[src/rtl/uart_pkg.sv]
// uart_pkg: shared UART FSM state encoding and parameter defaults (TX and RX sides)
package uart_pkg;
    localparam int DEF_DATA_WIDTH = 8;
    localparam int DEF_CLK_DIV    = 16;
    typedef enum logic [2:0] {
        ST_IDLE  = 3'd0,
        ST_FETCH = 3'd1,
        ST_START = 3'd2,
        ST_DATA  = 3'd3,
        ST_STOP  = 3'd4
    } uart_state_t;
endpackage

[src/rtl/uart_baud_cnt.sv]
// uart_baud_cnt: bit-period counter, counts 0..CLK_DIV-1 and wraps
// Ports: clk - system clock; rstn - sync active-low reset;
//        clr - restart count at 0 next cycle; tick - high while count == CLK_DIV-1
module uart_baud_cnt import uart_pkg::*; #(
    parameter int CLK_DIV = DEF_CLK_DIV
) (
    input  logic clk,
    input  logic rstn,
    input  logic clr,
    output logic tick
);
    localparam int CW = $clog2(CLK_DIV);
    logic [CW-1:0] r_cnt;
    assign tick = (r_cnt == CW'(CLK_DIV - 1));
    always_ff @(posedge clk) begin
        if (!rstn || clr || tick) r_cnt <= '0;
        else                      r_cnt <= r_cnt + 1'b1;
    end
endmodule

[src/rtl/uart_tx_ctrl.sv]
// uart_tx_ctrl: UART transmit controller popping characters from a TX FIFO
// Ports: clk, rstn (sync active-low); tx_en - permit new frames;
//        fifo_empty, fifo_rd_data - FIFO status and registered read data;
//        fifo_rd_en - one-cycle pop; txd - serial line (registered, idle high);
//        busy - pop through last stop cycle; frame_done - pulse after stop bit
module uart_tx_ctrl import uart_pkg::*; #(
    parameter int DATA_WIDTH = DEF_DATA_WIDTH,
    parameter int CLK_DIV    = DEF_CLK_DIV
) (
    input  logic                  clk,
    input  logic                  rstn,
    input  logic                  tx_en,
    input  logic                  fifo_empty,
    input  logic [DATA_WIDTH-1:0] fifo_rd_data,
    output logic                  fifo_rd_en,
    output logic                  txd,
    output logic                  busy,
    output logic                  frame_done
);
    localparam int BW = $clog2(DATA_WIDTH) + 1;
    uart_state_t           r_state, w_state_next;
    logic [DATA_WIDTH-1:0] r_shift, w_shift_next;
    logic [BW-1:0]         r_bit, w_bit_next;
    logic                  r_txd, r_done, r_rdy;
    logic                  w_tick, w_pop, w_txd_next, w_clr;
    // restarting the baud count on every state change keeps each bit exactly CLK_DIV long
    assign w_clr = (w_state_next != r_state);
    uart_baud_cnt #(.CLK_DIV(CLK_DIV)) u_baud (
        .clk  (clk),
        .rstn (rstn),
        .clr  (w_clr),
        .tick (w_tick)
    );
    always_comb begin
        w_state_next = r_state;
        w_shift_next = r_shift;
        w_bit_next   = r_bit;
        w_pop        = 1'b0;
        case (r_state)
            // r_rdy holds off the first pop until one full cycle out of reset
            ST_IDLE:  if (r_rdy && tx_en && !fifo_empty) begin
                          w_pop        = 1'b1;
                          w_state_next = ST_FETCH;
                      end
            ST_FETCH: begin
                          w_shift_next = fifo_rd_data;
                          w_bit_next   = '0;
                          w_state_next = ST_START;
                      end
            ST_START: if (w_tick) w_state_next = ST_DATA;
            ST_DATA:  if (w_tick) begin
                          w_shift_next = r_shift >> 1;
                          w_bit_next   = r_bit + 1'b1;
                          if (r_bit == BW'(DATA_WIDTH - 1)) w_state_next = ST_STOP;
                      end
            ST_STOP:  if (w_tick) w_state_next = ST_IDLE;
            default:  w_state_next = ST_IDLE;
        endcase
        // txd is registered, so it is computed from where the FSM is going next
        w_txd_next = (w_state_next == ST_START) ? 1'b0 :
                     (w_state_next == ST_DATA)  ? w_shift_next[0] : 1'b1;
    end
    always_ff @(posedge clk) begin
        if (!rstn) begin
            r_state <= ST_IDLE;
            r_shift <= '0;
            r_bit   <= '0;
            r_txd   <= 1'b1;
            r_done  <= 1'b0;
            r_rdy   <= 1'b0;
        end else begin
            r_state <= w_state_next;
            r_shift <= w_shift_next;
            r_bit   <= w_bit_next;
            r_txd   <= w_txd_next;
            r_done  <= (r_state == ST_STOP) && w_tick;
            r_rdy   <= 1'b1;
        end
    end
    assign fifo_rd_en = w_pop;
    assign txd        = r_txd;
    assign busy       = (r_state != ST_IDLE) || w_pop;
    assign frame_done = r_done;
endmodule

[config.mk]
export PLATFORM = sky130hd
export DESIGN_NAME = uart_tx_ctrl
export DESIGN_NICKNAME = d
export VERILOG_FILES = /design/src/rtl/uart_pkg.sv /design/src/rtl/uart_baud_cnt.sv /design/src/rtl/uart_tx_ctrl.sv
export SDC_FILE = /design/constraint.sdc
export NUM_CORES = 1
export LEC_CHECK = 0
export ABC_AREA = 1
export CAP_MARGIN = 20
export CORE_MARGIN = 4
export CORE_UTILIZATION = 55
export CTS_BUF_LIST = sky130_fd_sc_hd__clkbuf_4
export DETAILED_ROUTE_END_ITERATION = 8
export DONT_BUFFER_PORTS = 1
export PLACE_DENSITY_LB_ADDON = 0.3
export SYNTH_ARGS = -nofsm -noshare
export SYNTH_HDL_FRONTEND = slang
export SYNTH_HIERARCHICAL = 1
export SYNTH_SLANG_ARGS = --single-unit
[constraint.sdc]
create_clock -name clk -period 2.6 [get_ports clk]
set_input_delay 0.39 -clock clk [delete_from_list [all_inputs] [get_ports clk]]
set_output_delay 0.39 -clock clk [all_outputs]
set_load 0.005 [all_outputs]
==> impl_metrics.tcl <==
set metrics [dict create \
    wire_per_inst_um 11.4 \
    root_buffer "clkbuf_4" \
    place.gp.congestion 0.943 \
    totalWireLength_um 2020 \
    slowest_stage "dfxtp_1" \
    die_w_um 52.0 \
    clock_sinks 22 \
    critical_path.max_stage_delay_ps 400 \
    drv_slew 0 \
    start_util 0.598 \
    antenna_found_initial 0 \
    post_cts_resized 0 \
    area_growth_pct 6.81 \
    syn_area_um2 1070 \
    synth_cells 150 \
    first_global_vias 927 \
    finClkSkew_ps 9.82 \
    port_buffers 0 \
    synth_area_per_cell_um2 7.11 \
    syn_nets 164 \
    fillers 167 \
    whs_ps 107 \
    nNetsFinal 167 \
    drt_iter0_markers 20 \
    htreeDepth 1 \
    rsz0062_at_grt "false" \
    via_per_inst 5.39 \
    antenna_left 0 \
    hold_class "in2reg" \
    overflow 0 \
    startpoint_type "flip-flop" \
    crit_required_ps 2820 \
    drc_errors 0 \
    grt_first_pass_wirelength_um 3620 \
    fin_crit_ps 2000 \
    cp_max_fo 10 \
    postCtsSetupBuffers 0 \
    yosysUniqueCellTypes 25 \
    worstMarginPinSlew_ps 369 \
    core_area_um2 1780 \
    mostFrequentLayoutCells "41 x nand2_1, 22 x dfxtp_1, 19 x nor2_1, 18 x a21oi_1, 14 x inv_1" \
    cp_top_family "simple AND/OR/NAND/NOR gates" \
    setup_viol 0 \
    slew_headroom 0.754 \
    yosysWarnings 6 \
    vias 954 \
    cts-buffers-inserted 3 \
    cp-end-kind "flip-flop" \
    grt_use_total 0.173 \
    dp_hpwl_um 1470 \
    final_common_cell "nand2_1" \
    hold_viol 0 \
    hold_buffers 0 \
    p_leak_uw 0.000476 \
    vdd_drop_max_v 0.000428 \
    maxCapViolCount 0 \
    critical_path.cell_chain "ha_1 -> nand3_2 -> inv_1 -> inv_1 -> nor2_1 -> nand2_1 -> nand2_1 -> nand3_1 -> nand2_1 -> nor2_1 -> nand2_1 -> nor2_1 -> nand2_2 -> nor2_1" \
    die_area_um2 2710 \
    max_freq_mhz 499 \
    rows 15 \
    cts_tree "done" \
    outcome "complete, no violations" \
    period_share 0.770 \
    dr.pass1.iters 4 \
    ys_seq_area_frac 0.413 \
    clkTransAtPathRegs_ps 130 \
    pin_count 16 \
    dieHeight_um 52.0 \
    powerDensity_nw_per_um2 613 \
    grt_max_degree 14 \
    cp_num_buf_inv 2 \
    final_layout_size_suffix_gt1_frac 0.125 \
    clk_latency_ps 310 \
    diodes 0 \
    setup_tns_ps 0 \
    critPathArrivalTime_ps 2220 \
    synth-seq-cells 22 \
    clockBufferDepth 2 \
    crit_type "reg2reg" \
]
[routing by layer]
| layer | routed length (um) | global-route usage | share of wire |
|---|---|---|---|
| met5 | 0 | 0 | 0 |
| met4 | 41 | 0.0611 | 0.020 |
| met3 | 85 | 0.0372 | 0.042 |
| met2 | 983 | 0.308 | 0.49 |
| met1 | 910 | 0.202 | 0.45 |
[registers in the layout, indices dropped and copies added (netlist names)]
name and cells:
r_shift 8, frame_done 1, u_baud/r_cnt 4, r_rdy 1, r_state 3, r_bit 4
txd 1
[final timing paths]
path | slack, ps | end | cells after the start | from
worst min register to register | 470 | r_shift[5]$_SDFFE_PN0P_ | 2 | r_shift[5]$_SDFFE_PN0P_
worst max register to register | 600 | u_baud/r_cnt[0]$_SDFF_PP0_ | 14 | u_baud/r_cnt[0]$_SDFF_PP0_
worst min-delay path | 110 | r_rdy$_DFF_P_ | 0 | rstn
worst max-delay path | 600 | u_baud/r_cnt[0]$_SDFF_PP0_ | 14 | u_baud/r_cnt[0]$_SDFF_PP0_
[synth_stat cells, drive strengths merged]
master | n | area, um^2
nand4 | 2 | 12.5
a21oi | 19 | 98.9
nand3 | 11 | 65.1
xnor2 | 1 | 8.76
dfxtp | 22 | 440
buf | 1 | 7.51
ha | 2 | 25.0
o21ai | 5 | 28.8
a31oi | 2 | 18.8
nor2 | 23 | 115
nand2 | 43 | 171
inv | 18 | 70.1
clkbuf | 1 | 3.75
[power by group]
part	internal, uW	switching (uW)
logic	25.4	46.8
clock network	156	103
registers	353	13.3
total	534	163
[per-stage QoR]
| stage | utilization | setup slack, ps | instances | power (uW) | area [um^2] |
|---|---|---|---|---|---|
| final | 0.639 | 598 | 177 | 698 | 1140 |
| after detailed placement | 0.609 | 646 | 173 | 446 | 1090 |
| after global placement | 0.609 | 717 | 173 | 443 | 1090 |
| after CTS | 0.639 | 610 | 177 | 702 | 1140 |
| after floorplan | - | 824 | 150 | 432 | 1070 |
| after global routing | 0.639 | 375 | 177 | 731 | 1140 |
[cell type report]
class,instances,area [um^2],area share
Multi-Input combinational cell,108,544,0.478
Sequential cell,22,440,0.387
Inverter,18,70.1,0.0615
Tap cell,25,31.3,0.0275
Clock inverter,1,30.0,0.0264
Clock buffer,3,22.5,0.0198
[kinds of logic after synthesis]
kind of cell | share of synthesized area
adder cells (fa/ha/maj) | 0.0235
AO/OA/AOI/OAI | 0.137
AND/OR/NAND/NOR | 0.342
buffers and inverters | 0.0763
XOR/XNOR | 0.00822
flip-flops | 0.413
(Power assumes the default switching activity.)
